==> src/rtl/mul_shift_add_16bit.sv <==
// 16x16 unsigned shift-and-add multiplier; one adder pass per cycle, 16 iterations,
// full 32-bit product with a START/BUSY/DONE handshake.

module full_adder_16bit (
  input  logic [15:0] A,
  input  logic [15:0] B,
  input  logic        CIN,
  output logic [15:0] S,
  output logic        COUT
);
  assign {COUT, S} = {1'b0, A} + {1'b0, B} + {16'b0, CIN};
endmodule

// Handshake: START is accepted on a rising edge only while idle or in the DONE
// cycle (BUSY=0); BUSY then stays high for 16 cycles, and DONE pulses for one
// cycle with P/OVF already valid. START while BUSY=1 is ignored.
module mul_shift_add_16bit #(
  parameter int WIDTH = 16,
  parameter int ITERS = 16
) (
  input  logic                 CLK,
  input  logic                 RST_N,
  input  logic                 START,
  input  logic [WIDTH-1:0]     A,
  input  logic [WIDTH-1:0]     B,
  output logic                 BUSY,
  output logic                 DONE,
  output logic [2*WIDTH-1:0]   P,
  output logic                 OVF,
  output logic [1:0]           DBG_STATE
);

  typedef enum logic [1:0] {
    IDLE   = 2'd0,
    RUN    = 2'd1,
    DONE_S = 2'd2
  } state_t;

  state_t             state, state_nxt;
  logic [WIDTH-1:0]   mcand, acc_hi, acc_lo;
  logic [4:0]         cnt;
  logic [WIDTH-1:0]   add_b, sum;
  logic               cout;
  logic [2*WIDTH-1:0] shifted;
  logic               load, last;

  assign add_b     = acc_lo[0] ? mcand : '0;
  // The adder carry becomes the new ACC_HI MSB, so no product bit is lost.
  assign shifted   = {cout, sum, acc_lo[WIDTH-1:1]};
  assign DBG_STATE = state;

  full_adder_16bit u_add (
    .A    (acc_hi),
    .B    (add_b),
    .CIN  (1'b0),
    .S    (sum),
    .COUT (cout)
  );

  always_comb begin
    state_nxt = state;
    load      = 1'b0;
    last      = 1'b0;
    case (state)
      IDLE: begin
        if (START) begin
          load      = 1'b1;
          state_nxt = RUN;
        end
      end
      RUN: begin
        if (cnt == 5'(ITERS - 1)) begin
          last      = 1'b1;
          state_nxt = DONE_S;
        end
      end
      DONE_S: begin
        load      = START;
        state_nxt = START ? RUN : IDLE;
      end
      default: state_nxt = IDLE;
    endcase
  end

  always_ff @(posedge CLK) begin
    if (!RST_N) begin
      state  <= IDLE;
      mcand  <= '0;
      acc_hi <= '0;
      acc_lo <= '0;
      cnt    <= '0;
      BUSY   <= 1'b0;
      DONE   <= 1'b0;
      P      <= '0;
      OVF    <= 1'b0;
    end else begin
      state <= state_nxt;
      if (load) begin
        mcand  <= A;
        acc_hi <= '0;
        acc_lo <= B;
        cnt    <= '0;
        BUSY   <= 1'b1;
        DONE   <= 1'b0;
      end else if (state == RUN) begin
        {acc_hi, acc_lo} <= shifted;
        cnt              <= cnt + 5'd1;
        if (last) begin
          P    <= shifted;
          OVF  <= |{cout, sum[WIDTH-1:1]};
          BUSY <= 1'b0;
          DONE <= 1'b1;
        end
      end else if (state == DONE_S) begin
        DONE <= 1'b0;
      end
    end
  end

endmodule

==> config.mk <==
export PLATFORM = sky130hd
export DESIGN_NAME = mul_shift_add_16bit
export DESIGN_NICKNAME = d
export VERILOG_FILES = /design/src/rtl/mul_shift_add_16bit.sv
export SDC_FILE = /design/constraint.sdc
export NUM_CORES = 1
export LEC_CHECK = 0
export CORE_MARGIN = 2
export CORE_UTILIZATION = 43
export DETAILED_ROUTE_END_ITERATION = 16
export HOLD_SLACK_MARGIN = 0.03
export PLACE_DENSITY = 0.72
export SETUP_SLACK_MARGIN = 0.1
export SYNTH_ARGS = -nofsm -noshare
export SYNTH_HDL_FRONTEND = slang
export SYNTH_SLANG_ARGS = --single-unit
==> constraint.sdc <==
create_clock -name CLK -period 4.3 [get_ports CLK]
set_clock_uncertainty 0.15 [all_clocks]
set_input_delay 0.645 -clock CLK [delete_from_list [all_inputs] [get_ports CLK]]
set_output_delay 0.645 -clock CLK [all_outputs]
set_load 0.01 [all_outputs]
# ---- Yosys cells after proc, flatten, opt, wreduce, memory -nomap -nowiden
# Cells that the tools add are included.
dict set report totals {
  reg_bits 90
  latchBits 0
  mem_bits_rw 0
  rom_bits 0
  word_cells 46
  memories 0
}
dict set report op_classes {
  n_addsub 2
  n_mul 0
  div 0
  magnitude_cmp 0
  eq_ne 6
  shifts 0
  n_mux 17
  bitwise_logic 2
  reduce_logical 10
}
# cell n
set op_table {}
lappend op_table {{two-way mux 16 bit} 3}
lappend op_table {{adder 16 x 16 -> 17 bit} 1}
lappend op_table {{OR reduction 16 bit} 1}
lappend op_table {{two-way mux 1 bit} 10}
lappend op_table {{inequality test 2 bit, second input constant} 3}
lappend op_table {{one-hot mux 2 bit (3 select lines)} 1}
lappend op_table {{AND reduction 2 bit} 3}
lappend op_table {{nonzero test 2 bit} 3}
lappend op_table {{adder 5 x 1 -> 5 bit, second input constant} 1}
lappend op_table {{equality test 5 x 4 -> 1 bit, second input constant} 1}
lappend op_table {{two-way mux 2 bit} 2}
lappend op_table {{AND reduction 3 bit} 1}
lappend op_table {{equality test 2 x 1 -> 1 bit, second input constant} 1}
lappend op_table {{equality test 2 bit, second input constant} 1}
lappend op_table {{zero test 2 bit} 1}
lappend op_table {{NOT 1 bit} 2}
lappend op_table {{one-hot mux 1 bit (2 select lines)} 1}
lappend op_table {{OR reduction 2 bit} 1}

# ---- Longest topological paths before layout
dict set report depth {
  ltp_word 6
  depth_mapped 12
  depth_no_buf 11
}

# ---- Hierarchy
# A second synthesis with hierarchy kept.
dict set report unflattened {
  cells_unflattened 509
  area_unflattened_um2 4241.6
}
# mod n_inst cells_each area_per_inst_um2 seq_area_each_um2
set modules_own_cells {}
lappend modules_own_cells {mul_shift_add_16bit 1 420 3508.4 1801.7}
lappend modules_own_cells {full_adder_16bit 1 89 733.2 0.0}

# ---- Least setup slack after synthesis
# No wires, ideal clock.
dict set report synth_timing {
  path_type {reg2reg}
  from {register acc_lo[0]}
  to {register OVF}
  t_arrival_ps 2840
  path_slack_ps 1191
  path_stages_with_launch 13
  n_path_buf 1
  period_less_slack_ps 3109
  path_cell_list {dfxtp_1 > clkbuf_1 > and2_1 > ha_1 > fa_1 > a21oi_4 > o2111a_2 > o211ai_2 > and3_1 > or4_1 > a31oi_1 > and4bb_1 > a21oi_1}
}
dict set report synth_between {
  elab_chain_len 3
}
# element line
set synth_rtl {}
lappend synth_rtl {{start, declared} 40} ;# logic [WIDTH-1:0] mcand, acc_hi, acc_lo;
lappend synth_rtl {{start signal, assigned} 106} ;# {acc_hi, acc_lo} <= shifted;
lappend synth_rtl {{two-way mux 16 bit} 47} ;# assign add_b = acc_lo[0] ? mcand : '0;
lappend synth_rtl {{adder 16 x 16 -> 17 bit} 11} ;# assign {COUT, S} = {1'b0, A} + {1'b0, B} + {16'b0, CIN};
lappend synth_rtl {{OR reduction 16 bit} 110} ;# OVF <= |{cout, sum[WIDTH-1:1]};
lappend synth_rtl {{end signal, assigned} 110}
lappend synth_rtl {{end, declared} 29} ;# output logic OVF,
# No other way between the ends.
# A chain may end at the register's enable or synchronous reset.

# ---- Worst setup path in the final report
# Ends and elaborated chain as after synthesis.

==> metrics.yaml <==
fin_area_um2: 5330
holdWs_ns: 0.318
placement.io_buffers: 71
cp-start-kind: "register"
setup_slack_ns: 0.922
drc_errors: 0
async_reset_ff_share_pct: 0
gp_congestion: 0.863
grt_setup_unrepaired: "false"
netlist_instances: 525
hold_start: "mcand[0]"
max_cap_violations: 0
p_switching_mw: 0.435
num_rows: 36
finalSetupViolCount: 0
diodes: 0
post_cts_buffers: 0
synth_area_um2: 4310
synth_cell_types: 43
pin_count: 72
final_common_cell: "nand2_1"
pwr-share-clk_pct: 38.0
placed_area_um2: 5110
timing.fmax_mhz: 296
utilization_pct: 54.8
synthFlopType: "dfxtp_1"
clk_pin_slew_ns: 0.09
swShare_pct: 25.4
ir_drop_uv: 199
crit_path_max_fanout: 17
avgSynthCellArea_um2: 8.21
cts_htree_levels: 3
p_int_mw: 1.28
grt_max_degree: 70
worst_slew_pin_slew_ns: 1.06
min_path_type: "register to register"
pwr-share-comb_pct: 10.2
nFillCells: 961
worst_ep_required_time_ns: 4.41
final_nets: 635
cp.arrival_ns: 3.49
viasPerCell: 5.24
clock-sinks: 90
coreArea_um2: 9730
grt_usage_pct: 19.4
route.met2.wl_um: 4730
min_period_ns: 3.38
ys_seq_elements: 90
clkLatencyLatePin_ns: 0.37
tns_ns: 0
area_growth_pct: 23.8
dp_hpwl_um: 7070
grt-ovfl-total: 0
drtIter0Drc: 158
timing.critical_path.to_type: "register"
avgRoutedWirePerCell_um: 14.3
cts_tree: "built"
numCtsBuffers: 9
antenna_left: 0
dieWidth_um: 104
place_ws_ns: 0.925
power.leakage_nw: 2.21
wirelength_um: 10300
clk_path_buf_depth: 2
grt_pass1_vias: 3757
layout-drive-gt1-share_pct: 5.29
drt_pre_antenna_iters: 5
routed.top_layer: "met4"
root_buffer: "clkbuf_8"
critPathKind: "register to register"
area.sequential_um2: 1800
dr_total_vias: 3766
die_h_um: 104
cts-resized-gates: 0
grt_first_pass_wirelength_um: 17400
outcome: "finished clean"
synth_edf_count: 0
seq_area_frac_synth_pct: 41.8
antenna_found_initial: 0
fin_crit_sh_pct: 78.6
wl_met3_um: 650
multi_input_area_um2: 2370
final_cell_mix: "nand2_1 (154), dfxtp_1 (90), clkdlybuf4s50_1 (70), a21boi_0 (42), o211a_1 (22)"
seq_power_share_pct: 51.7
wl_met1_um: 4750
start_util_pct: 44.3
yosys_warnings: 0
synth_fp_nets: 579
drv_slew: 0
p_per_area_nw_per_um2: 321
dieArea_um2: 10800
ctsHoldBuffers: 0
crit_start: "acc_lo[0]"
reg2reg_from: "acc_lo[0]"
finalHoldViolCount: 0
slew_headroom_pct: 28.9
==> worst max-delay path, stage by stage (launching register included) <==
cell	delay, ns
dfxtp_1	0.47
and2_1	0.22
ha_1	0.23
fa_1	0.46
a21oi_4	0.21
o2111a_2	0.27
o211ai_2	0.11
and3_1	0.20
or4_1	0.40
a31oi_1	0.25
and4bb_1	0.23
a21oi_1	0.06
==> per-stage QoR <==
step	instances	power [mW]
floorplan	525	1.01
global placement	703	1.08
detailed placement	703	1.08
CTS	719	1.73
global route	719	1.78
finish	719	1.71
==> power groups by stage <==
stage	Clock, mW	Combinational [mW]	Sequential (mW)
detailed placement	0	0.176	0.906
global route	0.690	0.199	0.891
floorplan	0	0.115	0.898
CTS	0.663	0.177	0.886
finish	0.651	0.175	0.886
global placement	0	0.173	0.905
==> metal layers <==
metal,vias up,global-route usage [%]
li1,1909,-
met5,-,0
met3,14,5.20
met4,0,6.47
met2,111,32.4
met1,1732,24.4
==> kinds of logic (layout without fill, tap and decap cells) <==
family	after synthesis	count (layout)	synth area share (%)
simple gates	239	239	24.3
xor+xnor	13	13	2.64
buf+inv	38	99	3.31
compound gates	126	126	22.2
flops	90	90	41.8
fa+ha+maj	19	19	5.69
==> synth_stat cells (4+ instances only) <==
library cell | n | area, um^2
nand3_1 | 19 | 95.1
nand2b_1 | 5 | 31.3
o211a_1 | 22 | 220
clkbuf_1 | 30 | 113
nand2_1 | 154 | 578
inv_1 | 7 | 26.3
xor2_1 | 9 | 78.8
xnor2_1 | 4 | 35.0
ha_1 | 18 | 225
nor2_1 | 19 | 71.3
nor2b_1 | 5 | 31.3
a21boi_0 | 42 | 315
o21ai_0 | 10 | 50.1
and3_1 | 6 | 37.5
a211oi_1 | 9 | 67.6
dfxtp_1 | 90 | 1800
and2_1 | 18 | 113
a21oi_1 | 21 | 105
==> worst paths after layout <==
| path | endpoint | slack, ns | depth (start not counted) |
|---|---|---|---|
| worst max register to register | OVF | 0.92 | 11 |
| worst max-delay path | OVF | 0.92 | 11 |
| worst min-delay path | mcand[0] | 0.32 | 2 |
| worst min register to register | mcand[0] | 0.32 | 2 |
==> sequential cells by signal, summed over array words and instances (netlist names) <==
| signal | count |
|---|---|
| OVF | 1 |
| acc_hi | 16 |
| BUSY | 1 |
| DBG_STATE | 2 |
| acc_lo | 16 |
| P | 32 |
| cnt | 5 |
| DONE | 1 |
| mcand | 16 |
==> area by class of cell <==
class	instances	share of cell area (%)
sequential	90	33.8
multi-input combinational	397	44.4
clock buffer	9	2.32
clock inverter	7	1.90
tap	133	3.12
inverter	7	0.493
timing repair buffer	76	13.9
No activity file was read; power rests on OpenSTA's default activity.
